**src/rtl/pipe_pkg.sv**
```systemverilog
// rtl/pipe_pkg.sv - shared bypass select codes and register-file geometry defaults
package pipe_pkg;

  localparam logic [1:0] FWD_REG = 2'b00;
  localparam logic [1:0] FWD_MEM = 2'b01;
  localparam logic [1:0] FWD_WB  = 2'b10;

  localparam int DEF_REG_AW = 5;
  localparam int DEF_NREGS  = 32;

endpackage

```
**src/rtl/mc_scoreboard.sv**
```systemverilog
// rtl/mc_scoreboard.sv - multi-cycle op pending bits, outstanding count and stuck-op watchdog
module mc_scoreboard
  import pipe_pkg::*;
#(
  parameter int REG_AW      = DEF_REG_AW,
  parameter int NREGS       = DEF_NREGS,
  parameter int MAX_MC      = 2,
  parameter int TIMEOUT_CYC = 64,
  parameter int OUT_W       = $clog2(MAX_MC + 2)
) (
  input  logic              clk,
  input  logic              rst_n,
  input  logic              mcStart,
  input  logic [REG_AW-1:0] mcStartRd,
  input  logic              mcDone,
  input  logic [REG_AW-1:0] mcDoneRd,
  output logic [NREGS-1:0]  pending,
  output logic [OUT_W-1:0]  outstanding,
  output logic              mcTimeout
);

  localparam int              WD_W     = $clog2(TIMEOUT_CYC + 1);
  localparam logic [WD_W-1:0] WD_LIMIT = WD_W'(TIMEOUT_CYC);

  logic [WD_W-1:0]  wdCnt;
  logic [NREGS-1:0] pendingNxt;
  logic             doneValid;

  // A completion with nothing outstanding is spurious and leaves all state alone.
  assign doneValid = mcDone && (outstanding != '0);

  always_comb begin
    pendingNxt = pending;
    if (doneValid) pendingNxt[mcDoneRd] = 1'b0;
    if (mcStart && (mcStartRd != '0)) pendingNxt[mcStartRd] = 1'b1;
    pendingNxt[0] = 1'b0;
  end

  always_ff @(posedge clk or negedge rst_n) begin
    if (!rst_n) begin
      pending     <= '0;
      outstanding <= '0;
      wdCnt       <= '0;
      mcTimeout   <= 1'b0;
    end else begin
      pending <= pendingNxt;
      if (mcStart && !doneValid && (outstanding != '1)) outstanding <= outstanding + OUT_W'(1);
      else if (!mcStart && doneValid) outstanding <= outstanding - OUT_W'(1);
      // Watchdog measures consecutive cycles with work in flight and no progress.
      if ((outstanding == '0) || mcDone) begin
        wdCnt <= '0;
      end else begin
        if (wdCnt != WD_LIMIT) wdCnt <= wdCnt + WD_W'(1);
        if (wdCnt >= (WD_LIMIT - WD_W'(1))) mcTimeout <= 1'b1;
      end
    end
  end

endmodule

```
**src/rtl/hazard_fwd_unit.sv**
```systemverilog
// rtl/hazard_fwd_unit.sv - EX operand bypass selects and ID stall/bubble generation
module hazard_fwd_unit
  import pipe_pkg::*;
#(
  parameter int REG_AW      = DEF_REG_AW,
  parameter int NREGS       = DEF_NREGS,
  parameter int FWD_EN      = 1,
  parameter int MAX_MC      = 2,
  parameter int CNT_W       = 32,
  parameter int TIMEOUT_CYC = 64
) (
  input  logic              clk,
  input  logic              rst_n,
  input  logic [REG_AW-1:0] id_rs1,
  input  logic [REG_AW-1:0] id_rs2,
  input  logic [REG_AW-1:0] id_rd,
  input  logic              id_rs1_used,
  input  logic              id_rs2_used,
  input  logic              id_reg_write,
  input  logic              id_mc_op,
  input  logic              id_kill,
  input  logic [REG_AW-1:0] ex_rs1,
  input  logic [REG_AW-1:0] ex_rs2,
  input  logic [REG_AW-1:0] ex_rd,
  input  logic              ex_reg_write,
  input  logic              ex_mem_read,
  input  logic              ex_mem_write,
  input  logic              ex_alusrc,
  input  logic              ex_mc_start,
  input  logic [REG_AW-1:0] mem_rd,
  input  logic              mem_reg_write,
  input  logic [REG_AW-1:0] wb_rd,
  input  logic              wb_reg_write,
  input  logic              mc_done,
  input  logic [REG_AW-1:0] mc_rd,
  output logic [1:0]        forward_a,
  output logic [1:0]        forward_b,
  output logic [1:0]        forward_c,
  output logic              stall_if,
  output logic              stall_id,
  output logic              bubble_ex,
  output logic              mc_busy,
  output logic              mc_timeout,
  output logic [CNT_W-1:0]  stall_cycles,
  input  logic              perf_clr
);

  localparam int OUT_W = $clog2(MAX_MC + 2);

  logic [NREGS-1:0] pending;
  logic [OUT_W-1:0] outstanding;
  logic             hzLoadUse, hzMcIssue, hzScoreboard, hzFull, hzNoFwd, stall;

  mc_scoreboard #(
    .REG_AW(REG_AW), .NREGS(NREGS), .MAX_MC(MAX_MC),
    .TIMEOUT_CYC(TIMEOUT_CYC), .OUT_W(OUT_W)
  ) uScoreboard (
    .clk(clk), .rst_n(rst_n),
    .mcStart(ex_mc_start), .mcStartRd(ex_rd),
    .mcDone(mc_done), .mcDoneRd(mc_rd),
    .pending(pending), .outstanding(outstanding), .mcTimeout(mc_timeout)
  );

  function automatic logic [1:0] bypassSel(input logic [REG_AW-1:0] rs, input logic enable);
    if (FWD_EN == 0 || !enable) return FWD_REG;
    if (mem_reg_write && (mem_rd != '0) && (mem_rd == rs)) return FWD_MEM;
    if (wb_reg_write && (wb_rd != '0) && (wb_rd == rs)) return FWD_WB;
    return FWD_REG;
  endfunction

  function automatic logic readsReg(input logic [REG_AW-1:0] r);
    return (r != '0) && ((id_rs1_used && (id_rs1 == r)) || (id_rs2_used && (id_rs2 == r)));
  endfunction

  assign forward_a = bypassSel(ex_rs1, 1'b1);
  assign forward_b = bypassSel(ex_rs2, !ex_alusrc);
  assign forward_c = bypassSel(ex_rs2, ex_mem_write);

  assign hzLoadUse    = ex_mem_read && readsReg(ex_rd);
  assign hzMcIssue    = ex_mc_start && (readsReg(ex_rd) || (id_reg_write && (id_rd == ex_rd)));
  assign hzScoreboard = (id_rs1_used && pending[id_rs1]) || (id_rs2_used && pending[id_rs2]) ||
                        (id_reg_write && pending[id_rd]);
  assign hzFull       = id_mc_op &&
                        (({1'b0, outstanding} + {{OUT_W{1'b0}}, ex_mc_start}) >= (OUT_W + 1)'(MAX_MC));
  // Without bypass paths every in-flight producer must drain through the register file.
  assign hzNoFwd      = (FWD_EN == 0) && ((ex_reg_write && readsReg(ex_rd)) ||
                        (mem_reg_write && readsReg(mem_rd)) || (wb_reg_write && readsReg(wb_rd)));

  assign stall     = !id_kill && (hzLoadUse || hzMcIssue || hzScoreboard || hzFull || hzNoFwd);
  assign stall_if  = stall;
  assign stall_id  = stall;
  assign bubble_ex = stall;
  assign mc_busy   = (outstanding != '0);

  always_ff @(posedge clk or negedge rst_n) begin
    if (!rst_n) begin
      stall_cycles <= '0;
    end else if (perf_clr) begin
      stall_cycles <= '0;
    end else if (stall && (stall_cycles != '1)) begin
      stall_cycles <= stall_cycles + CNT_W'(1);
    end
  end

endmodule

```
**config.mk**
```make
export PLATFORM = sky130hd
export DESIGN_NAME = hazard_fwd_unit
export DESIGN_NICKNAME = d
export VERILOG_FILES = /design/src/rtl/pipe_pkg.sv /design/src/rtl/mc_scoreboard.sv /design/src/rtl/hazard_fwd_unit.sv
export SDC_FILE = /design/constraint.sdc
export NUM_CORES = 1
export LEC_CHECK = 0
export BUFFER_PORTS_ARGS = -buffer_cell sky130_fd_sc_hd__buf_2
export CORE_ASPECT_RATIO = 1.1
export CORE_MARGIN = 5
export CORE_UTILIZATION = 60
export CTS_CLUSTER_DIAMETER = 120
export DETAILED_ROUTE_END_ITERATION = 10
export PLACE_DENSITY = 0.92
export SLEW_MARGIN = 20
export SYNTH_ARGS = -nofsm -noshare
export SYNTH_HDL_FRONTEND = slang
export SYNTH_SLANG_ARGS = --single-unit
export TNS_END_PERCENT = 20
```
**constraint.sdc**
```tcl
create_clock -name clk -period 5.3 [get_ports clk]
set_input_delay 0 -clock clk [delete_from_list [all_inputs] [get_ports clk]]
set_output_delay 0 -clock clk [all_outputs]
set_load 0.05 [all_outputs]
```
Word level (Yosys, flattened, before mapping). Cells that the tools add are included.

Register bits after elaboration: 73. Output and inout bits: 43.

$add $sub $neg: 5. Magnitude comparators: 9. Equal/unequal tests: 10. Muxes and demuxes: 46. Bitwise gates (word level): 4. Reduce and logical (&&, ||, !) cells: 45.

Operator list (number): $mux 32 (4); $mux 2 (18); $eq 5x5->1 (7); $add 32x1->32 const B (1); $and 32x32->32 (1); $ne 32x32->1 const B (1); $not 32->32 (1); $or 32x32->32 (1); $lt 5x6->1 const B (5); $logic_and 1x1->1 (25); $mux 1 (17); $bmux 1 s5 (3); $reduce_bool 5->1 (3); $mux 7 (2); $demux 1 s5 (2); $ge 5x1->1 const B (2); $logic_or 1x1->1 (8); $reduce_bool 2->1 (4); $add 7x1->7 const B (1); $ge 7x6->1 const B (1); $ne 7x7->1 const B (1); $add 2x1->3 (1); $ge 3x2->1 const B (1); $logic_not 1->1 (3); 6 further kinds (6).

Longest topological paths before layout. Gate-level depths: netlist (run 1).

Depth after elaboration: 13. Depth in mapped cells: 11.

Hierarchy. From an unflattened synthesis (run 1), not the netlist that was laid out.

Cells, all modules: 538. Area total of the unflattened synthesis: 5268.8 µm².

Modules (own cells, without submodules): hazard_fwd_unit (instances 1, cells an instance 342, area each 3193.1 µm², sequential area each 800.8 µm²); mc_scoreboard (instances 1, cells an instance 196, area each 2075.7 µm², sequential area each 1026.0 µm²).

Worst setup path after synthesis (run 1). OpenSTA, ideal clock, no wires.

Kind: reg-to-reg. Start point: reg stall_cycles[11]. End point: reg stall_cycles[4]. Setup time: 0.128 ns. Arrival time: 2.619 ns. Required time: 5.172 ns. Slack: 2.554 ns. Cell stages (with the launch flop): 9. Path buffers: 1. Period minus slack after synthesis: 2.746 ns. Path through: dfrtp_1 -> and4_1 -> and3_1 -> nand4_1 -> or3_1 -> nor2_1 -> buf_2 -> nor4_1 -> mux2_1.

Word-level cells in the longest chain between the ends: 3.

RTL lines: start: declaration (RTL line hazard_fwd_unit.sv:44) `output logic [CNT_W-1:0] stall_cycles,`; start signal: assignment (RTL line hazard_fwd_unit.sv:101) `stall_cycles <= stall_cycles + CNT_W'(1);`; $ne 32x32->1 (RTL line hazard_fwd_unit.sv:100) `end else if (stall && (stall_cycles != '1)) begin`; $logic_and 1x1->1 (RTL line hazard_fwd_unit.sv:100); $reduce_bool 2->1 (no source line).

No other way between the ends. A chain may end at the register's enable or synchronous reset.

Final worst setup path (run 1).
Start point: reg uScoreboard.pending[30]. End point: out stall_id.

Word-level cells in the longest chain between the ends: 8. Elaborated cells on any way between the ends: 14. Those cells by class: mux: 6; reduce/logical: 8.

RTL lines: start: declaration (RTL line mc_scoreboard.sv:17) `output logic [NREGS-1:0] pending,`; start signal: assignment (RTL line mc_scoreboard.sv:46) `pending <= pendingNxt;`; $bmux 1 s5 (RTL line hazard_fwd_unit.sv:81) `assign hzScoreboard = (id_rs1_used && pending[id_rs1]) || (id_rs2_used && pending[id_rs2]) ||`; $mux 1 (not written as such) (RTL line hazard_fwd_unit.sv:81); $logic_and 1x1->1 (RTL line hazard_fwd_unit.sv:81); $logic_or 1x1->1 (RTL line hazard_fwd_unit.sv:81); $logic_or 1x1->1 * (RTL line hazard_fwd_unit.sv:81); $logic_or 1x1->1 * (2 in a row) (RTL line hazard_fwd_unit.sv:89) `assign stall = !id_kill && (hzLoadUse || hzMcIssue || hzScoreboard || hzFull || hzNoFwd);`; $logic_and 1x1->1 * (RTL line hazard_fwd_unit.sv:89); end: declaration (RTL line hazard_fwd_unit.sv:40) `output logic stall_id,`.

Every way passes the cells marked *; elsewhere a longest branch is shown, timed or not. The select of a mux whose other input is x is not followed.

==> results of run 1 <==
==> where the power goes <==
group	leakage, nW	internal (mW)	total (mW)	switching [mW]
Clock	0.0909	0.227	0.442	0.215
Combinational	1.52	0.196	0.419	0.223
Sequential	0.952	0.628	0.710	0.0820
==> layer usage <==
metal	vias to the layer above	part of all wire [%]	global-route usage (%)
li1	2148	-	-
met3	52	10	5.66
met5	-	0	0
met4	0	3.2	10.4
met1	2272	36	33.4
met2	345	50	45.2
==> worst min-delay path: cells and delay by family <==
kind,cells,cell delay (ns)
AOI/OAI and AO/OA,1,0.07
buffers and inverters,1,0.17
and+or+nand+nor,1,0.08
==> timing repair <==
item                                    in CTS  in global routing
hold buffers                                 3                  0
endpoints found under the setup margin       0                  0
buffers inserted                             0                  0
endpoints found under the hold margin       74                  0
==> logic make-up (layout without fill, tap and decap cells) <==
| group | after synthesis | after routing | share of synthesized area, % |
|---|---|---|---|
| adders and majority gates | 3 | 3 | 0.729 |
| muxes | 61 | 61 | 18.2 |
| xor gates and xnor gates | 41 | 41 | 6.97 |
| DFF | 73 | 73 | 35.5 |
| and+or+nand+nor | 224 | 224 | 24.6 |
| buffers and inverters | 39 | 131 | 4.18 |
| AOI/OAI and AO/OA | 93 | 93 | 9.82 |
==> state kept, by name, indices dropped and copies added (netlist names) <==
register,count
uScoreboard.wdCnt,7
stall_cycles,32
uScoreboard.mcTimeout,1
uScoreboard.outstanding,2
uScoreboard.pending,31
==> area by class of cell <==
| cell class | instances | area (um^2) |
|---|---|---|
| Sequential cell | 73 | 1830 |
| Clock buffer | 10 | 138 |
| Inverter | 9 | 33.8 |
| Tap cell | 111 | 139 |
| Clock inverter | 4 | 53.8 |
| Fill cell | 675 | 2480 |
| Multi-Input combinational cell | 422 | 3110 |
| Timing Repair Buffer | 108 | 583 |
==> path summary, 6_finish.rpt <==
path | to | depth (start not counted)
setup / recovery | stall_id | 7
hold / removal | uScoreboard.outstanding[0] | 3
setup reg to reg | stall_cycles[4] | 7
hold reg to reg | uScoreboard.mcTimeout | 1
max in group asynchronous | uScoreboard.pending[8] | 3
min in group asynchronous | stall_cycles[28] | 3
==> cell usage after synthesis (5+ instances only) <==
| cell | instances |
|---|---|
| or4_1 | 7 |
| nor3_1 | 5 |
| buf_2 | 7 |
| xor2_1 | 25 |
| nor2_1 | 47 |
| nor4_1 | 21 |
| inv_1 | 9 |
| xnor2_1 | 16 |
| dfrtp_1 | 73 |
| nand4_1 | 10 |
| nand2_1 | 25 |
| clkbuf_1 | 14 |
| or3_1 | 9 |
| mux2_2 | 22 |
| a21oi_1 | 9 |
| o21ai_0 | 71 |
| nor2b_1 | 28 |
| nand3_1 | 24 |
| or3b_2 | 5 |
| mux4_2 | 20 |
| nand2b_1 | 6 |
| nand3b_1 | 13 |
| and3_1 | 5 |
| mux2i_1 | 12 |
==> metrics.txt, run 1 <==
outcome=finished, final reports clean; WL final=14400 um; Yosys reg bits=73; routed len/inst=19.5 um; CTS tree=done; fin cells=737; slew margin rel.=35.2%; placed cells=720; crit path max fanout=23; worst r2r src=uScoreboard.pending[30]; Hold Crit Class=input port to flop; H-tree depth=3; ANT nets after route=0; WP buf/inv=2; Synth Flop Type=dfrtp_1; Synth cell types=53; Placement Setup Slack=2.36 ns; CP Data Arrival Time=3.09 ns; Detailed Routing Iterations Pass 1=5; Crit. Startpoint=uScoreboard.pending[30]; most frequent cells in the layout=102 x buf_2, 73 x dfrtp_1, 71 x o21ai_0; Via Count=4817; number of remaining DRC errors=0; sequential cell area fraction in the yosys report=35.5%; Initial DRC Count=372; final instance area=0.00588 mm^2; fmax=324 MHz; share of layout cells above drive strength 1=27.3%; max_cap viols=0; critical path's largest stage delay=0.60 ns; die area=0.0105 mm^2; Layout Utilization=70.3%; setup TNS=0 ns; placer congestion estimate=1.00; Via density=6.54; slew at the pin with the worst max-slew slack=0.972 ns; dpl hpwl=10200 um; Synth top area share=35.5%; CTS root buf=clkbuf_8; Min Clock Period, post-route=3.09 ns; initial antenna violation count=0; Overflow after GRT=0; Die H=107 um; clock latency on the worst-skew pair=0.35 ns; Cell Area, Synth=0.00515 mm^2; startpoint types=flop; Tcrit/Tclk final=58.3%; Ys Warns=0; pwr/cell area=267 mW/mm^2; most numerous cell on the critical path=mux4_2; CTS Buffer Depth=2; core area=0.00836 mm^2; Num Clock Sinks=73; largest net degree at the start of global routing=74; clk slew on worst S/H paths=0.08 ns; WS Path Type=flop to primary output; boundary pin count=104; critical path, cell by cell=mux4_2 > mux4_2 > o2111ai_1 > and4_1 > buf_16 > nor2_1 > buf_2; commonest non-fill, non-tap cell in the layout=buf_2; Post-Syn Instances=534; Final Worst Setup Slack=2.21 ns; std cell rows=35; IO buf count=102; synth top area cells=dfrtp_1 35%, mux4_2 8.7%, o21ai_0 6.9%; post_cts resized=0; Peak supply drop=0.171 mV; first-pass GRT wire length=22800 um; gr usage total=26.7%; Worst Path Required=5.30 ns; CP endpoint kind=primary output; R2R setup slack=2.34 ns; number of synthesized flops with an enable pin=0; clk_skew=0.0121 ns; syn nets=598; Hold Violations, Final=0; Starting Density=61.6%; Leak=2.57 nW; # setup viols final=0; CTS Buf Count=9; Die X=98.3 um; vias in the first global route=4760; Power Total=1.57 mW; CP top delay family=multiplexers; hold path startpoint=ex_mc_start; Area growth syn-to-layout=14.2%; Slowest cell on crit path=and4_1; Synth area leader=dfrtp_1; asr flop ratio synth=100%; Min Hold Slack=0.0153 ns; number of diodes=0; placed inst area=0.00566 mm^2; Slew Limit Fails=0; fin nets=687; RSZ-0062 raised after global routing=no; Mapped Avg Cell Area=9.64 um^2
(Power assumes the default switching activity.)
==> run 2: changes to the inputs <==
--- a/config.mk
+++ b/config.mk
@@ -8,10 +8,10 @@
 export BUFFER_PORTS_ARGS = -buffer_cell sky130_fd_sc_hd__buf_2
 export CORE_ASPECT_RATIO = 1.1
 export CORE_MARGIN = 5
-export CORE_UTILIZATION = 60
+export CORE_UTILIZATION = 51
 export CTS_CLUSTER_DIAMETER = 120
 export DETAILED_ROUTE_END_ITERATION = 10
-export PLACE_DENSITY = 0.92
+export PLACE_DENSITY = 0.84
 export SLEW_MARGIN = 20
 export SYNTH_ARGS = -nofsm -noshare
 export SYNTH_HDL_FRONTEND = slang
==> constraint.sdc (replaced) <==
create_clock -name clk -period 2.6 [get_ports clk]
set_input_delay 0 -clock clk [delete_from_list [all_inputs] [get_ports clk]]
set_output_delay 0 -clock clk [all_outputs]
set_load 0.05 [all_outputs]
==> run 2 against run 1 <==
Compared with the run above:
- largest power group unchanged
- combinational power rose to 2.6 times the previous value
- the flow now finishes with violations (setup timing)
- sequential power up 100%
- core utilization down 6.8 points
- register-to-register slack worse by 2.4 ns
- worst setup slack worse by 2.3 ns
- largest cell class unchanged
- die area up 16%
==> metrics.txt, run 2 (synthesized netlist as in run 1, its figures left out) <==
outcome=complete, but fails checks; failing checks=setup timing; Power Total=3.35 mW; routed len/inst=19.5 um; Starting Density=52.1%; slew margin rel.=34.7%; share of layout cells above drive strength 1=34.9%; dpl hpwl=10300 um; most frequent cells in the layout=99 x buf_2, 70 x o21ai_0, 59 x dfrtp_1; Via density=6.35; CP endpoint kind=flop; Int Pwr=2.21 mW; WL final=15200 um; worst reg2reg path depth=10; ANT nets after route=0; worst setup path end=stall_cycles[26]; R2R setup slack=-0.09 ns; placer congestion estimate=0.993; # setup viols final=12; Largest register FFs=32; Peak supply drop=0.388 mV; Net Sw Power=1.15 mW; Worst Path Required=2.87 ns; commonest non-fill, non-tap cell in the layout=buf_2; Min Clock Period, post-route=2.69 ns; number of diodes=0; CTS Buffer Depth=2; WS Path Type=flop to flop; clk slew on worst S/H paths=0.09 ns; clk_skew=0.00801 ns; startpoint types=flop; Net Sw Frac=34.2%; Slew Limit Fails=0; Die X=106 um; Overflow after GRT=0; biggest regs=stall_cycles (32), uScoreboard.pending (31), uScoreboard.wdCnt (7); crit path max fanout=6; Hold Crit Class=input port to flop; Leak=2.75 nW; Worst Hold Depth=4; worst r2r src=uScoreboard.pending[3]; Crit. Startpoint=uScoreboard.pending[3]; first-pass GRT wire length=23900 um; slew at the pin with the worst max-slew slack=0.980 ns; initial antenna violation count=0; number of remaining DRC errors=0; H-tree depth=3; max_cap viols=0; Area growth syn-to-layout=22.0%; Top reg by flops=stall_cycles; IO buf count=102; vias in the first global route=4847; Hold Violations, Final=0; clock latency on the worst-skew pair=0.35 ns; Tcrit/Tclk final=104%; RSZ-0062 raised after global routing=yes; CTS tree=done; core area=0.00989 mm^2; die area=0.0122 mm^2; fin nets=721; hold path startpoint=mc_done; pwr/cell area=534 mW/mm^2; Final Worst Setup Slack=-0.0938 ns; CP Data Arrival Time=2.97 ns; combinational share of power=32.0%; Initial DRC Count=430; std cell rows=38; largest net degree at the start of global routing=60; boundary pin count=104; Placement Setup Slack=0.00894 ns; Die H=115 um; gr usage total=24.6%; CTS Buf Count=9; Flop pwr share=42.7%; Num Clock Sinks=73; Via Count=4968; Clk network pwr share=25.3%; Detailed Routing Iterations Pass 1=6; CTS root buf=clkbuf_8; Reg-to-Reg End=stall_cycles[26]; fmax=371 MHz
-- run 2: cell count changes in the layout (fill, tap and decap cells not counted), moves of 3 or more --
cell | before | now
buf_4 | 2 | 29
dfrtp_1 | 73 | 59
dfrtp_2 | 0 | 14
buf_12 | 0 | 3
buf_2 | 102 | 99
buf_8 | 0 | 3
clkinv_2 | 0 | 3
-- run 2: area by class of cell --
cell class              count  area [um^2]
clock buffers              10          138
flip-flops and latches     73         1840
repair buffers            142          923
inverters                   9         33.8
multi-input cells         422         3150
clock inverters             6         41.3
fillers                   821         3610
well taps                 120          150
-- run 2: layer usage --
| layer | global-route usage [%] | wire length [um] | vias up | part of all wire, % |
|---|---|---|---|---|
| met2 | 41.9 | 7570 | 338 | 50 |
| li1 | - | - | 2215 | - |
| met3 | 6.74 | 1500 | 50 | 9.9 |
| met4 | 9.24 | 400 | 0 | 2.6 |
| met5 | 0 | 0 | - | 0 |
| met1 | 30.0 | 5760 | 2365 | 38 |
-- run 2: stage by stage --
| step | std cells | utilization, % | hold slack (ns) | instance area [um^2] | setup TNS [ns] |
|---|---|---|---|---|---|
| after floorplan | 534 | - | -0.296 | 5170 | 0 |
| after global placement | 743 | 58.8 | 0.126 | 5810 | 0 |
| after detailed placement | 743 | 58.8 | 0.144 | 5810 | 0 |
| after CTS | 778 | 62.7 | 0.0100 | 6200 | -0.511 |
| after global routing | 782 | 63.5 | 0.0480 | 6280 | -1.46 |
| final | 782 | 63.5 | 0.0136 | 6280 | -0.575 |
-- run 2: power groups by stage --
| stage | combinational (mW) | clock, mW | sequential (mW) |
|---|---|---|---|
| floorplan | 0.613 | 0 | 1.41 |
| global placement | 0.828 | 0 | 1.44 |
| detailed placement | 0.857 | 0 | 1.45 |
| CTS | 1.00 | 0.862 | 1.42 |
| global route | 1.15 | 0.916 | 1.44 |
| finish | 1.07 | 0.848 | 1.43 |
-- run 2: worst min path at each step --
stage	slack [ns]	end
finish	0.01	uScoreboard.outstanding[1]
global route	0.05	uScoreboard.outstanding[1]
global placement	0.13	stall_cycles[30]
floorplan	-0.30	stall_cycles[0]
detailed placement	0.14	stall_cycles[31]
CTS	0.01	uScoreboard.outstanding[1]
-- run 2: what timing repair did --
item                                    CTS  global route
gates cloned                              1             0
endpoints found under the hold margin    37             0
endpoints found under the setup margin    6            28
gates resized for setup                  12            13
pin swaps                                 4             9
hold buffers                              5             0
setup buffers                            14             4
-- run 2: critical path: stages (launching register included) --
cell       delay (ns)
dfrtp_1          0.43
mux2i_1          0.12
mux4_1           0.53
nand2_1          0.10
o2111ai_2        0.12
and4_4           0.18
buf_6            0.13
bufbuf_16        0.26
buf_4            0.13
or4_1            0.48
a21oi_2          0.14
==> run 3: changes to the inputs <==
--- a/config.mk
+++ b/config.mk
@@ -7,7 +7,7 @@
 export LEC_CHECK = 0
 export BUFFER_PORTS_ARGS = -buffer_cell sky130_fd_sc_hd__buf_2
 export CORE_ASPECT_RATIO = 1.1
-export CORE_MARGIN = 5
+export CORE_MARGIN = 3
 export CORE_UTILIZATION = 51
 export CTS_CLUSTER_DIAMETER = 120
 export DETAILED_ROUTE_END_ITERATION = 10
==> run 3 against run 2 <==
Compared with the run above:
- the run still ends with setup timing left
- combinational power fell by 6%
- register-to-register slack improved by 0.09 ns
- wire length fell by 4.8%
- final cell count fell by 1.2%
- first-iteration DRC count fell by 22%
- final area fell by 0.26%
- fmax rose by 2.6%
- flip-flop and latch count did not move
- non-clock buffer count fell by 6
- clock skew rose by 0.0031 ns
- sequential power barely moved
- die area fell by 7.1%
- critical path type is now flop to primary output
==> metrics.txt, run 3 (synthesized netlist as in run 1, its figures left out) <==
outcome=complete, but fails checks; failing checks=setup timing; CTS Buf Count=9; most frequent cells in the layout=99 x buf_2, 71 x o21ai_0, 59 x dfrtp_1; Slew Limit Fails=0; ANT nets after route=0; first-pass GRT wire length=23100 um; startpoint types=flop; WL final=14500 um; CTS tree=done; CP Data Arrival Time=2.63 ns; slew margin rel.=34.3%; # setup viols final=4; Die X=102 um; std cell rows=37; biggest regs=stall_cycles (32), uScoreboard.pending (31), uScoreboard.wdCnt (7); Reg area=0.00184 mm^2; Leak=2.73 nW; clock latency on the worst-skew pair=0.35 ns; setup TNS=-0.0788 ns; gr usage total=25.7%; Final Worst Setup Slack=-0.0267 ns; hold path startpoint=mc_done; placed cells=746; CP endpoint kind=primary output; Largest register FFs=32; Via Count=4846; Top reg by flops=stall_cycles; boundary pin count=104; commonest non-fill, non-tap cell in the layout=buf_2; die area=0.0113 mm^2; worst r2r src=uScoreboard.pending[23]; Layout Utilization=65.4%; Via density=6.27; Die H=111 um; Power Total=3.40 mW; Area growth syn-to-layout=21.7%; Num Clock Sinks=73; H-tree depth=3; CTS root buf=clkbuf_8; clk slew on worst S/H paths=0.08 ns; share of layout cells above drive strength 1=33.8%; number of diodes=0; fin cells=773; clk_skew=0.0112 ns; Crit. Startpoint=uScoreboard.pending[23]; routed len/inst=18.8 um; slew at the pin with the worst max-slew slack=0.986 ns; initial antenna violation count=0; Hold Violations, Final=0; Worst Path Required=2.60 ns; fillcell total=787; dpl hpwl=10300 um; Min Clock Period, post-route=2.63 ns; crit path max fanout=6; number of remaining DRC errors=0; RSZ-0062 raised after global routing=yes; Initial DRC Count=335; Overflow after GRT=0; largest net degree at the start of global routing=60; R2R setup slack=0 ns; pwr/cell area=542 mW/mm^2; CTS Buffer Depth=2; area of the multi-input gates=0.00315 mm^2; Tcrit/Tclk final=101%; WS Path Type=flop to primary output; Detailed Routing Iterations Pass 1=5; vias in the first global route=4724; Starting Density=53.7%; fin nets=715; max_cap viols=0; Hold Crit Class=input port to flop; IO buf count=102; fmax=381 MHz; core area=0.00958 mm^2; Peak supply drop=0.548 mV; placer congestion estimate=0.937
==> run 3: cell count changes in the layout (fill, tap and decap cells not counted), moves of 2 or more <==
cell      change
clkbuf_8      +2
nor4_1        -2
clkinv_2      -3
nor4_2        +2
clkbuf_1      +2
buf_4         -5
inv_6         -2
==> run 3: final cells by class <==
| class | count | area share [%] |
|---|---|---|
| Clock buffer | 14 | 2.76 |
| Inverter | 9 | 0.539 |
| Timing Repair Buffer | 136 | 14.1 |
| Tap cell | 117 | 2.34 |
| Multi-Input combinational cell | 422 | 50.2 |
| Clock inverter | 2 | 0.599 |
| Sequential cell | 73 | 29.4 |
==> run 3: worst max-delay path, cell delays in order, from the launching register on <==
cell       delay, ns
dfrtp_1         0.42
mux4_1          0.48
mux4_2          0.49
o2111ai_2       0.17
and4_4          0.26
buf_12          0.12
buf_12          0.11
nor2_4          0.05
buf_8           0.17
==> run 3: through the flow <==
stage	worst slack, ns	hold WS [ns]	cell area [um^2]
2_1_floorplan	0.000489	-0.296	5170
3_3_place_gp	0.0440	0.0478	5850
3_5_place_dp	-0.000131	0.0524	5850
4_1_cts	-0.0347	0.0103	6210
5_1_grt	-0.115	0.0409	6270
6_report	-0.0267	0.0295	6270
==> run 3: report_power, final <==
part           switching, mW  internal (mW)  total (mW)
Combinational          0.501          0.511        1.01
Sequential             0.151           1.28        1.43
Clock                  0.430          0.524       0.954
Total                   1.08           2.32        3.40
==> run 3: worst paths after layout <==
check,end,cells past startpoint
min in group asynchronous,stall_cycles[26],2
max reg2reg,stall_cycles[28],9
min reg2reg,uScoreboard.mcTimeout,1
max,stall_id,8
max in group asynchronous,uScoreboard.pending[16],3
min,uScoreboard.outstanding[0],4
==> run 3: timing repair <==
action / in CTS / in global routing
pin swaps: 2 / 3
resized for setup: 13 / 10
endpoints found under the hold margin: 27 / 0
hold buffers: 4 / 0
setup buffers: 5 / 0
gates cloned: 1 / 1
setup endpoints to repair: 4 / 29
==> run 3: per-layer routing <==
| layer | track usage (%) | share of wire [%] | vias to the layer above |
|---|---|---|---|
| li1 | - | - | 2198 |
| met1 | 31.2 | 38 | 2326 |
| met2 | 42.7 | 50 | 277 |
| met3 | 6.95 | 9.0 | 45 |
| met4 | 10.9 | 2.9 | 0 |
| met5 | 0 | 0 | - |
